File: src/rtl/imem_boot_loader_if.sv
// Byte-stream download link plus instruction-memory write port of the boot loader.
// master = loader side (consumes bytes, drives writes); slave = link source / memory side.
interface imem_boot_loader_if;
  logic [7:0]  byte_in;
  logic        byte_valid;
  logic        byte_ready;
  logic [31:0] imem_waddress;
  logic [31:0] imem_wdata;
  logic        imem_wr;

  modport master (input byte_in, byte_valid, output byte_ready, imem_waddress, imem_wdata, imem_wr);
  modport slave  (output byte_in, byte_valid, input byte_ready, imem_waddress, imem_wdata, imem_wr);
endinterface

File: src/rtl/imem_boot_loader.sv
// Boot loader: header N, N little-endian words written to imem, XOR checksum byte; core held until verified.
// Optional idle timeout enabled by defining IMEM_LOADER_TIMEOUT_EN.
module imem_boot_loader #(
  parameter logic [31:0] BASE_ADDR      = 32'h0000_0000,
  parameter int unsigned MAX_WORDS      = 1024,
  parameter int unsigned TIMEOUT_CYCLES = 65535
) (
  input  logic               clk,
  input  logic               Reset,
  input  logic               start,
  imem_boot_loader_if.master bus,
  output logic               cpu_hold,
  output logic               busy,
  output logic               done,
  output logic               error,
  output logic [1:0]         err_code
);
  typedef enum logic [2:0] {S_IDLE, S_HDR, S_DATA, S_WRITE, S_CHK, S_DONE, S_ERR} state_e;

  state_e      state_q;
  logic [1:0]  bcnt_q;
  logic [31:0] n_q, widx_q, word_q, addr_q, wdata_q;
  logic [7:0]  csum_q;
  logic        ready_q, wr_q, busy_q, done_q, error_q, hold_q;
  logic [1:0]  code_q;
  logic        xfer, tmo;
  logic [31:0] shift_n, shift_w;

  assign xfer    = bus.byte_valid & ready_q;
  assign shift_n = {bus.byte_in, n_q[31:8]};
  assign shift_w = {bus.byte_in, word_q[31:8]};

`ifdef IMEM_LOADER_TIMEOUT_EN
  logic [31:0] idle_q;
  logic        counting;
  assign counting = (state_q == S_HDR) || (state_q == S_DATA) || (state_q == S_CHK);
  assign tmo      = counting && !xfer && (idle_q == TIMEOUT_CYCLES - 1);

  // Held at zero outside the waiting states, so every entry starts a fresh count.
  always_ff @(posedge clk) begin
    if (Reset || !counting || xfer) idle_q <= '0;
    else                            idle_q <= idle_q + 32'd1;
  end
`else
  assign tmo = 1'b0 && (TIMEOUT_CYCLES != 0);
`endif

  always_ff @(posedge clk) begin
    if (Reset) begin
      state_q <= S_IDLE;
      bcnt_q  <= '0;
      n_q     <= '0;
      widx_q  <= '0;
      word_q  <= '0;
      addr_q  <= '0;
      wdata_q <= '0;
      csum_q  <= '0;
      ready_q <= 1'b0;
      wr_q    <= 1'b0;
      busy_q  <= 1'b0;
      done_q  <= 1'b0;
      error_q <= 1'b0;
      hold_q  <= 1'b1;
      code_q  <= 2'b00;
    end else begin
      wr_q <= 1'b0;
      if (tmo) begin
        state_q <= S_ERR;
        ready_q <= 1'b0;
        busy_q  <= 1'b0;
        error_q <= 1'b1;
        code_q  <= 2'b11;
      end else begin
        case (state_q)
          S_IDLE, S_DONE, S_ERR: if (start) begin
            state_q <= S_HDR;
            bcnt_q  <= '0;
            widx_q  <= '0;
            csum_q  <= '0;
            ready_q <= 1'b1;
            busy_q  <= 1'b1;
            done_q  <= 1'b0;
            error_q <= 1'b0;
            code_q  <= 2'b00;
            hold_q  <= 1'b1;
          end
          S_HDR: if (xfer) begin
            n_q    <= shift_n;
            bcnt_q <= bcnt_q + 2'd1;
            if (bcnt_q == 2'd3) begin
              if (shift_n > MAX_WORDS) begin
                state_q <= S_ERR;
                ready_q <= 1'b0;
                busy_q  <= 1'b0;
                error_q <= 1'b1;
                code_q  <= 2'b10;
              end else if (shift_n == 32'd0) state_q <= S_CHK;
              else                           state_q <= S_DATA;
            end
          end
          S_DATA: if (xfer) begin
            word_q <= shift_w;
            csum_q <= csum_q ^ bus.byte_in;
            bcnt_q <= bcnt_q + 2'd1;
            if (bcnt_q == 2'd3) begin
              state_q <= S_WRITE;
              ready_q <= 1'b0;
              wr_q    <= 1'b1;
              wdata_q <= shift_w;
              addr_q  <= BASE_ADDR + {widx_q[29:0], 2'b00};
            end
          end
          S_WRITE: begin
            widx_q  <= widx_q + 32'd1;
            ready_q <= 1'b1;
            state_q <= (widx_q + 32'd1 == n_q) ? S_CHK : S_DATA;
          end
          S_CHK: if (xfer) begin
            ready_q <= 1'b0;
            busy_q  <= 1'b0;
            if (bus.byte_in == csum_q) begin
              state_q <= S_DONE;
              done_q  <= 1'b1;
              hold_q  <= 1'b0;
            end else begin
              state_q <= S_ERR;
              error_q <= 1'b1;
              code_q  <= 2'b01;
            end
          end
          default: state_q <= S_IDLE;
        endcase
      end
    end
  end

  assign bus.byte_ready    = ready_q;
  assign bus.imem_wr       = wr_q;
  assign bus.imem_waddress = addr_q;
  assign bus.imem_wdata    = wdata_q;
  assign cpu_hold          = hold_q;
  assign busy              = busy_q;
  assign done              = done_q;
  assign error             = error_q;
  assign err_code          = code_q;
endmodule

File: src/flat_wrapper.sv
// flat-port wrapper written by rule: the top's interface ports become plain ports
module imem_boot_loader_flat 
#(
  parameter logic [31:0] BASE_ADDR      = 32'h0000_0000,
  parameter int unsigned MAX_WORDS      = 1024,
  parameter int unsigned TIMEOUT_CYCLES = 65535
)
  (clk, Reset, start, cpu_hold, busy, done, error, err_code, bus_byte_in, bus_byte_valid, bus_byte_ready, bus_imem_waddress, bus_imem_wdata, bus_imem_wr);
  imem_boot_loader_if bus_i ();
  input  logic clk;
  input  logic Reset;
  input  logic start;
  output logic cpu_hold;
  output logic busy;
  output logic done;
  output logic error;
  output logic [1:0] err_code;
  input wire logic [$bits(bus_i.byte_in)-1:0] bus_byte_in;
  input wire logic [$bits(bus_i.byte_valid)-1:0] bus_byte_valid;
  output wire logic [$bits(bus_i.byte_ready)-1:0] bus_byte_ready;
  output wire logic [$bits(bus_i.imem_waddress)-1:0] bus_imem_waddress;
  output wire logic [$bits(bus_i.imem_wdata)-1:0] bus_imem_wdata;
  output wire logic [$bits(bus_i.imem_wr)-1:0] bus_imem_wr;
  assign bus_i.byte_in = bus_byte_in;
  assign bus_i.byte_valid = bus_byte_valid;
  assign bus_byte_ready = bus_i.byte_ready;
  assign bus_imem_waddress = bus_i.imem_waddress;
  assign bus_imem_wdata = bus_i.imem_wdata;
  assign bus_imem_wr = bus_i.imem_wr;
  imem_boot_loader #(.BASE_ADDR(BASE_ADDR), .MAX_WORDS(MAX_WORDS), .TIMEOUT_CYCLES(TIMEOUT_CYCLES)) u_core (.clk(clk), .Reset(Reset), .start(start), .bus(bus_i), .cpu_hold(cpu_hold), .busy(busy), .done(done), .error(error), .err_code(err_code));
endmodule
File: config.mk
export PLATFORM = sky130hd
export DESIGN_NAME = imem_boot_loader_flat
export DESIGN_NICKNAME = d
export VERILOG_FILES = /design/src/rtl/imem_boot_loader_if.sv /design/src/rtl/imem_boot_loader.sv /design/src/flat_wrapper.sv
export SDC_FILE = /design/constraint.sdc
export NUM_CORES = 1
export LEC_CHECK = 0
export ABC_AREA = 1
export ABC_CLOCK_PERIOD_IN_PS = 2000
export CAP_MARGIN = 10
export CORE_MARGIN = 10
export CORE_UTILIZATION = 45
export CTS_CLUSTER_SIZE = 24
export DETAILED_ROUTE_END_ITERATION = 8
export GPL_TIMING_DRIVEN = 0
export PLACE_DENSITY = 0.78
export SKIP_CTS_REPAIR_TIMING = 1
export SLEW_MARGIN = 20
export SYNTH_ARGS = -nofsm -noshare
export SYNTH_HDL_FRONTEND = slang
export SYNTH_SLANG_ARGS = --single-unit
File: constraint.sdc
create_clock -name clk -period 2 [get_ports clk]
set_clock_uncertainty 0.05 [all_clocks]
set_input_delay 0.4 -clock clk [delete_from_list [all_inputs] [get_ports clk]]
set_output_delay 0.4 -clock clk [all_outputs]
set_load 0.005 [all_outputs]
==> summary.md <==
| Metric | Value |
|---|---|
| Largest family of logic cells by synthesized area | `simple AND/OR/NAND/NOR gates` |
| WS Path Type | `flop to flop` |
| Hold_ws | `322.5 ps` |
| Cell Rows | `48` |
| Max IR drop VDD | `0.7778 mV` |
| Initial antenna violation count | `0` |
| Fin util | `59.13%` |
| Setup violations, final | `5` |
| Clock Latency Late Sink | `approximately 440 ps` |
| Final Hold Vio Count | `0` |
| CP Data Required Time | `2310 ps` |
| # Max-Cap Violations | `0` |
| WP data arrival | `2760 ps` |
| GRT Residual Overflow | `0` |
| CP Capture Type | `flop` |
| Routed len/inst | `16.35 um` |
| Root Buffer | `clkbuf_16` |
| Max_slew headroom | `48.28%` |
| Largest net degree at the start of global routing | `19` |
| Synth unique cells | `41` |
| First-pass GRT wire length | `39.63 mm` |
| H-tree Lvls | `4` |
| Mapped Area | `8088 um^2` |
| CTS Buf Count | `17` |
| WL final | `25.86 mm` |
| Syn avg cell area | `6.640 um^2` |
| Pwr/cell area | `873.7 nW/um^2` |
| Final Non-Filler Cells | `1582` |
| Crit share post-route | `122.5%` |
| Area Overhead vs Synth | `27.77%` |
| Adder-cell area share of the yosys netlist | `0.3094%` |
| Chip Height | `approximately 150 um` |
| Initial core utilization | `between 40% and 50%` |
| Layout cell share with drive strength beyond 1 | `13.12%` |
| Io pins | `84` |
| CTS tree | `built` |
| Overall routing resource usage | `20.32%` |
| Leak | `4.062 nW` |
| Nature of the critical path startpoint | `flop` |
| Pin slew with the least headroom to its limit | `775.9 ps` |
| Clk sinks | `171` |
| Layout net count | `1359` |
| Placed cell count | `1524` |
| Mux cell area share after synthesis | `0%` |
| DRC viols | `0` |
| Post-DP HPWL | `18.79 mm` |
| RSZ-0062 raised after global routing | `yes` |
| Number of buffer cells added on primary ports | `80` |
| Die W | `154.1 um` |
| Final setup margin | `-450.0 ps` |
| Post-Synth XOR/XNOR Area | `1.191%` |
| Critical Path Fanout Max | `5` |
| Post-synthesis cell count | `about 1200` |
| Via count | `~8600` |
| Antenna-violating nets left | `0` |
| Fillers | `1621` |
| Sequential Area | `about 3400 um^2` |
| Gpl congestion | `1.039` |
| Simple-gate share of the synthesized area | `31.85%` |
| Min-Delay Path Class | `input pin to flop` |
| CTS clk-pin slew, worst paths | `70 ps` |
| Max Slew Vio Count | `0` |
| Clock Tree Buf Depth | `2` |
| Via/cell ratio | `5.434` |
| Die Footprint | `23730 um^2` |
| Number of global-route vias before repair | `about 7700` |
| Sequential cell area fraction in the yosys report | `between 40% and 50%` |
| F_max | `408.2 MHz` |
| Total power | `between 9 and 10 mW` |
| TritonRoute pass-1 iters | `5` |
| Violated checks | `negative setup slack` |
| Initial DRC count | `965` |
| ANT cells | `0` |
| YS warnings | `0` |
| Setup TNS | `-947.3 ps` |
| Complex-gate fraction of the synthesized area | `16.46%` |
| Status | `finished, violations left` |
| Core area | `17480 um^2` |
| Period minus WS final | `2450 ps` |
| Area of the multi-input gates | `4357 um^2` |
| Synth Register Bits | `171` |
[flip-flops by register name, summed over array words and instances, names as in the netlist]
name	count
u_core.done	1
u_core.widx_q	32
u_core.bus.imem_wdata	32
u_core.busy	1
u_core.bus.imem_waddress	30
u_core.err_code	2
u_core.csum_q	8
u_core.word_q	24
u_core.error	1
u_core.state_q	3
u_core.bus.imem_wr	1
u_core.cpu_hold	1
u_core.bus.byte_ready	1
u_core.n_q	32
u_core.bcnt_q	2
[area by class of cell]
cell class	count	area share, %
multi-input cells	883	42.16
flip-flops and latches	171	33.32
repair buffers	107	9.880
inverters	115	4.201
clock buffers	17	4.117
well taps	225	2.724
plain buffers	50	2.107
clock inverters	14	1.489
[layer usage]
layer | track usage (%) | vias to the layer above | routed length (um)
li1 | - | 4199 | -
met1 | 26.81 | 3987 | 11360
met2 | 32.05 | 366 | 11990
met3 | 3.989 | 44 | 1853
met4 | 7.467 | 0 | 659
met5 | 0 | - | 0
[path summary, 6_finish.rpt]
check,startpoint,cells past startpoint,to,slack (ps)
setup / recovery,u_core.widx_q[0]$_SDFFE_PP0P_,19,u_core.state_q[2]$_SDFFE_PP0P_,-450
hold / removal,Reset,2,u_core.error$_SDFFE_PP0P_,320
setup reg to reg,u_core.widx_q[0]$_SDFFE_PP0P_,19,u_core.state_q[2]$_SDFFE_PP0P_,-450
hold reg to reg,u_core.word_q[9]$_SDFFE_PP0P_,2,u_core.word_q[9]$_SDFFE_PP0P_,400
[worst max-delay path, cell delays in order (launching register included)]
cell and delay [ps]:
dfxtp_4 380, ha_4 150, nand2_4 70, nor2_4 210
buf_6 130, nand2_2 60, nor2_4 130, nand2_2 80
nand2_2 60, nand2_1 60, nand2_2 70, buf_4 120
nand2_1 80, nor2_1 120, nand2_1 60, nor2_1 80
nand4_1 160, nand2_1 120, nand2_1 60, a21oi_2 100
[power breakdown]
| part | switching (mW) | total, mW | leakage (nW) | internal, mW |
|---|---|---|---|---|
| registers | 0.157 | 3.72 | 1.39 | 3.56 |
| logic | 1.33 | 2.09 | 2.39 | 0.758 |
| clock network | 1.56 | 3.22 | 0.284 | 1.66 |
| total | 3.05 | 9.03 | 4.06 | 5.98 |
[placed cells by master (no fill, tap or decap), types with 4 or more instances in the layout]
master           instances
nand4_1                  9
nand2_2                 21
nor2_4                  18
nand2_1                289
xor2_1                   9
buf_6                    4
clkdlybuf4s50_1         79
a21oi_1                121
nor4_2                   4
nor2_1                 134
buf_1                    7
clkinv_8                 4
clkbuf_1                27
o21ai_0                116
dfxtp_2                 10
buf_4                   25
nand3_1                 90
nor2_2                  17
clkbuf_16               17
clkbuf_2                10
o21ai_2                  4
nand2_4                  4
nand3_2                 10
inv_6                    5
inv_1                  111
dfxtp_1                159
o21ai_1                  5
[stage by stage]
| stage | instance area, um^2 | setup slack [ps] |
|---|---|---|
| after floorplan | 8112 | 26.78 |
| after global placement | 9194 | -669.5 |
| after detailed placement | 9194 | -660.0 |
| after CTS | 9773 | -678.6 |
| after global routing | 10330 | -599.3 |
| final | 10330 | -450.0 |
[cell usage after synthesis]
cell       instances  share of area (%)
a211oi_1           4               0.37
a211oi_2           1               0.15
a21o_1             1              0.093
a21oi_1          122                7.5
a21oi_2            1               0.11
a22oi_1            1              0.093
a31oi_1            1              0.077
and2_1             2               0.15
buf_1              7               0.32
buf_2              1              0.062
buf_4              2               0.19
clkbuf_1          41                1.9
clkinv_1           1              0.046
conb_1             1              0.046
dfxtp_1          171                 42
ha_1               2               0.31
inv_1            111                5.2
inv_2              3               0.14
nand2_1          309                 14
nand2_2            3               0.23
nand2_4            2               0.28
nand3_1           99                6.1
nand3_2            1               0.12
nand3b_1           3               0.28
nand4_1            9               0.70
nor2_1           157                7.3
nor2_2             4               0.31
nor2_4             7               0.97
nor2_8             1               0.25
nor3_1             4               0.25
nor3b_1            1              0.093
nor4_1             4               0.31
o2111ai_1          1               0.11
o21ai_0          122                7.5
o21ai_1            3               0.19
o22ai_1            1              0.077
o31ai_1            1              0.093
or2_1              1              0.077
or2_2              1              0.077
xnor2_1            2               0.22
xor2_1             9               0.97
[cell families (layout without fill, tap and decap cells)]
group | after synthesis | in the layout
buffers and inverters | 166 | 303
AOI/OAI and AO/OA | 259 | 259
adders and majority gates | 2 | 2
other | 1 | 2
xor gates and xnor gates | 11 | 11
DFF | 171 | 171
and+or+nand+nor | 608 | 609
No activity file was read; power rests on OpenSTA's default activity.
==> edit 1 (same settings) <==
Register the output `err_code` once more, with the module's reset; this adds one clock of latency there. The other outputs are not delayed to match.
--- a/src/rtl/imem_boot_loader.sv
+++ b/src/rtl/imem_boot_loader.sv
@@ -142,6 +142,12 @@
   assign busy              = busy_q;
   assign done              = done_q;
   assign error             = error_q;
-  assign err_code          = code_q;
+  always_ff @(posedge clk) begin
+    if (Reset) begin
+      err_code <= '0;
+    end else begin
+      err_code <= code_q;
+    end
+  end
 endmodule
 
Check against the original RTL: not equivalent (Yosys sat finds a counterexample within 10 cycles, from zero or initial values and one cycle with Reset high).
==> edit 1 against the unedited design <==
  * The flow still finishes with violations (setup timing)
  * Wire length down 2.5%
  * Critical endpoint is now u_core.state_q[1]$_SDFFE_PP0P_
  * Worst setup slack gained 0.13 ns
  * Total power is 2.9% higher
  * Synthesized area fell by 1.3%
  * Sequential power up 3%
  * Sequential cell count is 2 higher
  * Cell area fell by 1.4%
==> edit 1: results (changes against the unedited design) <==
Crit path arrival time 2.57 ns (-0.19 ns); Cell variety after synth 40 (-2.4%); Clock Tree Buf Depth 2 (unchanged); setup ws final -0.322 ns (+0.128 ns); failing checks setup timing; XOR/XNOR Fraction of Synth Area 2.26% (+1.1 points); setup TNS -2.73 ns (-1.78 ns); Vias 8197 (-4.6%); first drt pass iteration count 6 (+1); post-place setup slack -0.863 ns (-0.203 ns); internal power 6.37 mW (+6.6%); vias in the first global route 7334 (-4.2%); largest cells by area after synthesis dfxtp_1 (43%), nand2_1 (12%), a21oi_1 (7.5%); peak supply drop 724 uV (-6.9%); adder-cell share of the synthesized area 0.313% (+0.0041 points); yosys warns 0 (unchanged); global-route wire length before repair 38400 um (-3.2%); gr usage total 20.0% (-0.33 points); Slew HR 49.0% (+0.68 points); family with the most delay on the worst path simple AND/OR/NAND/NOR gates; post-synthesis async set-or-reset flop share 0% (unchanged); # port buffers 80 (unchanged); Final Wtd Congestion 0.946 (-8.9%); Root Buffer clkbuf_16; status complete, but fails checks; Critical Path Max Stage Delay 0.40 ns (+0.02 ns); Layout Nets 1281 (-5.7%); Lkg Pwr 4.13 nW (+1.6%); clk slew on worst S/H paths 0.06 ns; multiplexer share of the synthesized area 0% (unchanged); initial cell density of the core 46.0% (-0.29 points); Crit-path slowest cell dfxtp_4; Hold WC Path Type in2reg; fill cell count 1570 (-3.1%); Inserted Diodes 0 (unchanged); initial antenna violation count 0 (unchanged); Num CTS Buffers 17 (unchanged); largest net degree at the start of global routing 17 (-2); DPL Wire Length 17800 um (-5.2%); WL final 25200 um (-2.5%); # setup viols final 42 (+37); Synth Area in Compound Gates 17.2% (+0.70 points); H-tree depth 4 (unchanged); top cells by count, synth nand2_1 (261), dfxtp_1 (173), nor2_1 (128), a21oi_1 (120), o21ai_0 (108); post-synthesis sequential area ratio 43.4% (+1.1 points); 1st-iter DRT viols 897 (-7.0%); later-pin clock latency in the skew report 0.44 ns (about the same); max_cap viols 0 (unchanged); share of cells above drive strength 1 13.3% (+0.16 points); worst-path maximum fanout 6 (+1)
edit 1: cell types whose count changed after synthesis, moves of 10 or more:
cell / delta
nor2_1: -29
o21ai_0: -14
a211oi_1: +12
inv_1: -10
nand2_1: -48
edit 1: cell type report:
cell class,instances,area share [%]
multi-input combinational,815,40.7
sequential,173,34.2
timing repair buffer,103,9.98
clock buffer,23,4.89
inverter,106,3.91
tap,225,2.76
buffer,51,2.43
clock inverter,9,1.07
edit 1: worst paths after layout:
path	startpoint	endpoint	slack (ns)	cells past startpoint
worst max-delay path	u_core.widx_q[0]$_SDFFE_PP0P_	u_core.state_q[1]$_SDFFE_PP0P_	-0.32	19
worst min-delay path	bus_byte_in[4]	u_core.n_q[28]$_SDFFE_PP0P_	0.33	3
worst max register to register	u_core.widx_q[0]$_SDFFE_PP0P_	u_core.state_q[1]$_SDFFE_PP0P_	-0.32	19
worst min register to register	u_core.code_q[1]$_SDFFE_PP0P_	u_core.err_code[1]$_SDFF_PP0_	0.38	2
edit 1: logic make-up after synthesis:
logic type                 after synthesis
DFF                                    173
and+or+nand+nor                        535
AOI/OAI and AO/OA                      257
adders and majority gates                2
other                                    1
buffers and inverters                  157
xor gates and xnor gates                19
edit 1: worst reg2reg max path: cells and delay by family (launching register included):
kind | cells | cell delay, ns
AO/OA/AOI/OAI | 1 | 0.05
buffers and inverters | 2 | 0.26
flip-flops | 1 | 0.40
AND/OR/NAND/NOR | 16 | 1.42
edit 1: power groups by stage:
| stage | combinational [mW] | clock, mW | sequential, mW |
|---|---|---|---|
| 2_1_floorplan | 1.31 | 0 | 3.85 |
| 3_3_place_gp | 1.84 | 0 | 3.88 |
| 3_5_place_dp | 1.87 | 0 | 3.88 |
| 4_1_cts | 1.88 | 3.42 | 3.81 |
| 5_1_grt | 2.28 | 3.57 | 3.84 |
| 6_report | 2.07 | 3.40 | 3.82 |
edit 1: metrics by stage:
step,cells,instance area (um^2)
after floorplan,1145,8000
after global placement,1450,9080
after detailed placement,1450,9080
after CTS,1482,9690
after global routing,1505,10200
final,1505,10200
edit 1: layer usage:
| metal | global-route usage [%] | share of wire [%] |
|---|---|---|
| met3 | 5.50 | 9.5 |
| met4 | 8.90 | 2.5 |
| met1 | 26.0 | 43 |
| met5 | 0 | 0 |
| met2 | 30.2 | 45 |
==> edit 2 (same settings) <==
Without the edit above. Build with the macro `IMEM_LOADER_TIMEOUT_EN` defined.
--- a/src/rtl/imem_boot_loader.sv
+++ b/src/rtl/imem_boot_loader.sv
@@ -1,5 +1,7 @@
 // Boot loader: header N, N little-endian words written to imem, XOR checksum byte; core held until verified.
 // Optional idle timeout enabled by defining IMEM_LOADER_TIMEOUT_EN.
+`define IMEM_LOADER_TIMEOUT_EN
+
 module imem_boot_loader #(
   parameter logic [31:0] BASE_ADDR      = 32'h0000_0000,
   parameter int unsigned MAX_WORDS      = 1024,
Check against the original RTL: no difference found for any inputs over 4 cycles, from zero or initial values and one cycle with Reset high; that may be too few to reach the edited logic, so the function may still have changed.
==> edit 2 against the unedited design <==
  * The flow still finishes with violations (setup timing)
  * Core utilization decreased by 0.11 points
  * Critical path depth shrank 2
  * Sequential cell count is 32 higher
  * Cell area increased by 24%
  * Total power rose by 41%
  * Largest cell class unchanged
  * Largest power group unchanged
  * Worst hold slack worse by 0.085 ns
  * Synthesized area rose by 22%
  * Highest routed layer unchanged
  * Worst setup slack improved by 0.059 ns
  * Wire length is 21% higher
==> edit 2: results (changes against the unedited design) <==
status complete, but fails checks; failing checks setup timing; Clock Tree Buf Depth 3 (+1); Die Wd 168 um (+8.9%); 1st-iter DRT viols 1161 (+20%); metal3 WL 2730 um (+47%); largest net degree at the start of global routing 15 (-4); Met1 Wirelength 13000 um (+14%); Storage cell area 4110 um^2 (+19%); DPL Wire Length 22200 um (+18%); fill cell count 1872 (+15%); global-route wire length before repair 46700 um (+18%); fin cells 1879 (+19%); XOR/XNOR Fraction of Synth Area 1.74% (+0.55 points); post-place setup slack -0.679 ns (-0.0186 ns); Power Total 12.8 mW (+41%); vias in the first global route 9179 (+20%); setup ws final -0.391 ns (+0.0592 ns); Layout Nets 1600 (+18%); top cells by count, synth nand2_1 (289), dfxtp_1 (203), nor2_1 (168), o21ai_0 (151), a21oi_1 (141); met2 wire length 14800 um (+23%); adder-cell share of the synthesized area 0.713% (+0.40 points); Cell variety after synth 47 (+15%); internal power 8.45 mW (+41%); met2 Use GR 32.2% (+0.11 points); Final Wtd Congestion 0.989 (-4.8%); Synth Area in Compound Gates 16.9% (+0.46 points); H-tree depth 1 (-3); gr usage total 19.8% (-0.53 points); post-synthesis sequential area ratio 41.3% (-0.98 points); WL final 31400 um (+21%); # setup viols final 51 (+46); Placed Area 11000 um^2 (+20%); area occupied by multi-input gates 5400 um^2 (+24%); Non-clk invs 153 (+33%); Vias 10400 (+21%); largest cells by area after synthesis dfxtp_1 (41%), nand2_1 (11%), o21ai_0 (7.7%); Combinational Power 3.97 mW (+90%); Worst Max-Slew Pin Slew 0.767 ns (-0.00881 ns); number of clock sinks 203 (+19%)
edit 2: cell count changes after synthesis, moves of 17 or more:
cell     unedited run  this run
a21oi_1           122       141
dfxtp_1           171       203
inv_1             111       135
nand2_1           309       289
nand4_1             9        26
o21ai_0           122       151
edit 2: path summary, 6_finish.rpt:
check	startpoint	endpoint	slack [ns]	cells past startpoint
worst max-delay path	u_core.widx_q[0]$_SDFFE_PP0P_	u_core.state_q[1]$_SDFFE_PP0P_	-0.39	17
worst min-delay path	bus_byte_in[2]	u_core.n_q[26]$_SDFFE_PP0P_	0.24	3
worst max register to register	u_core.widx_q[0]$_SDFFE_PP0P_	u_core.state_q[1]$_SDFFE_PP0P_	-0.39	17
worst min register to register	u_core.idle_q[0]$_SDFF_PP0_	u_core.idle_q[0]$_SDFF_PP0_	0.41	1
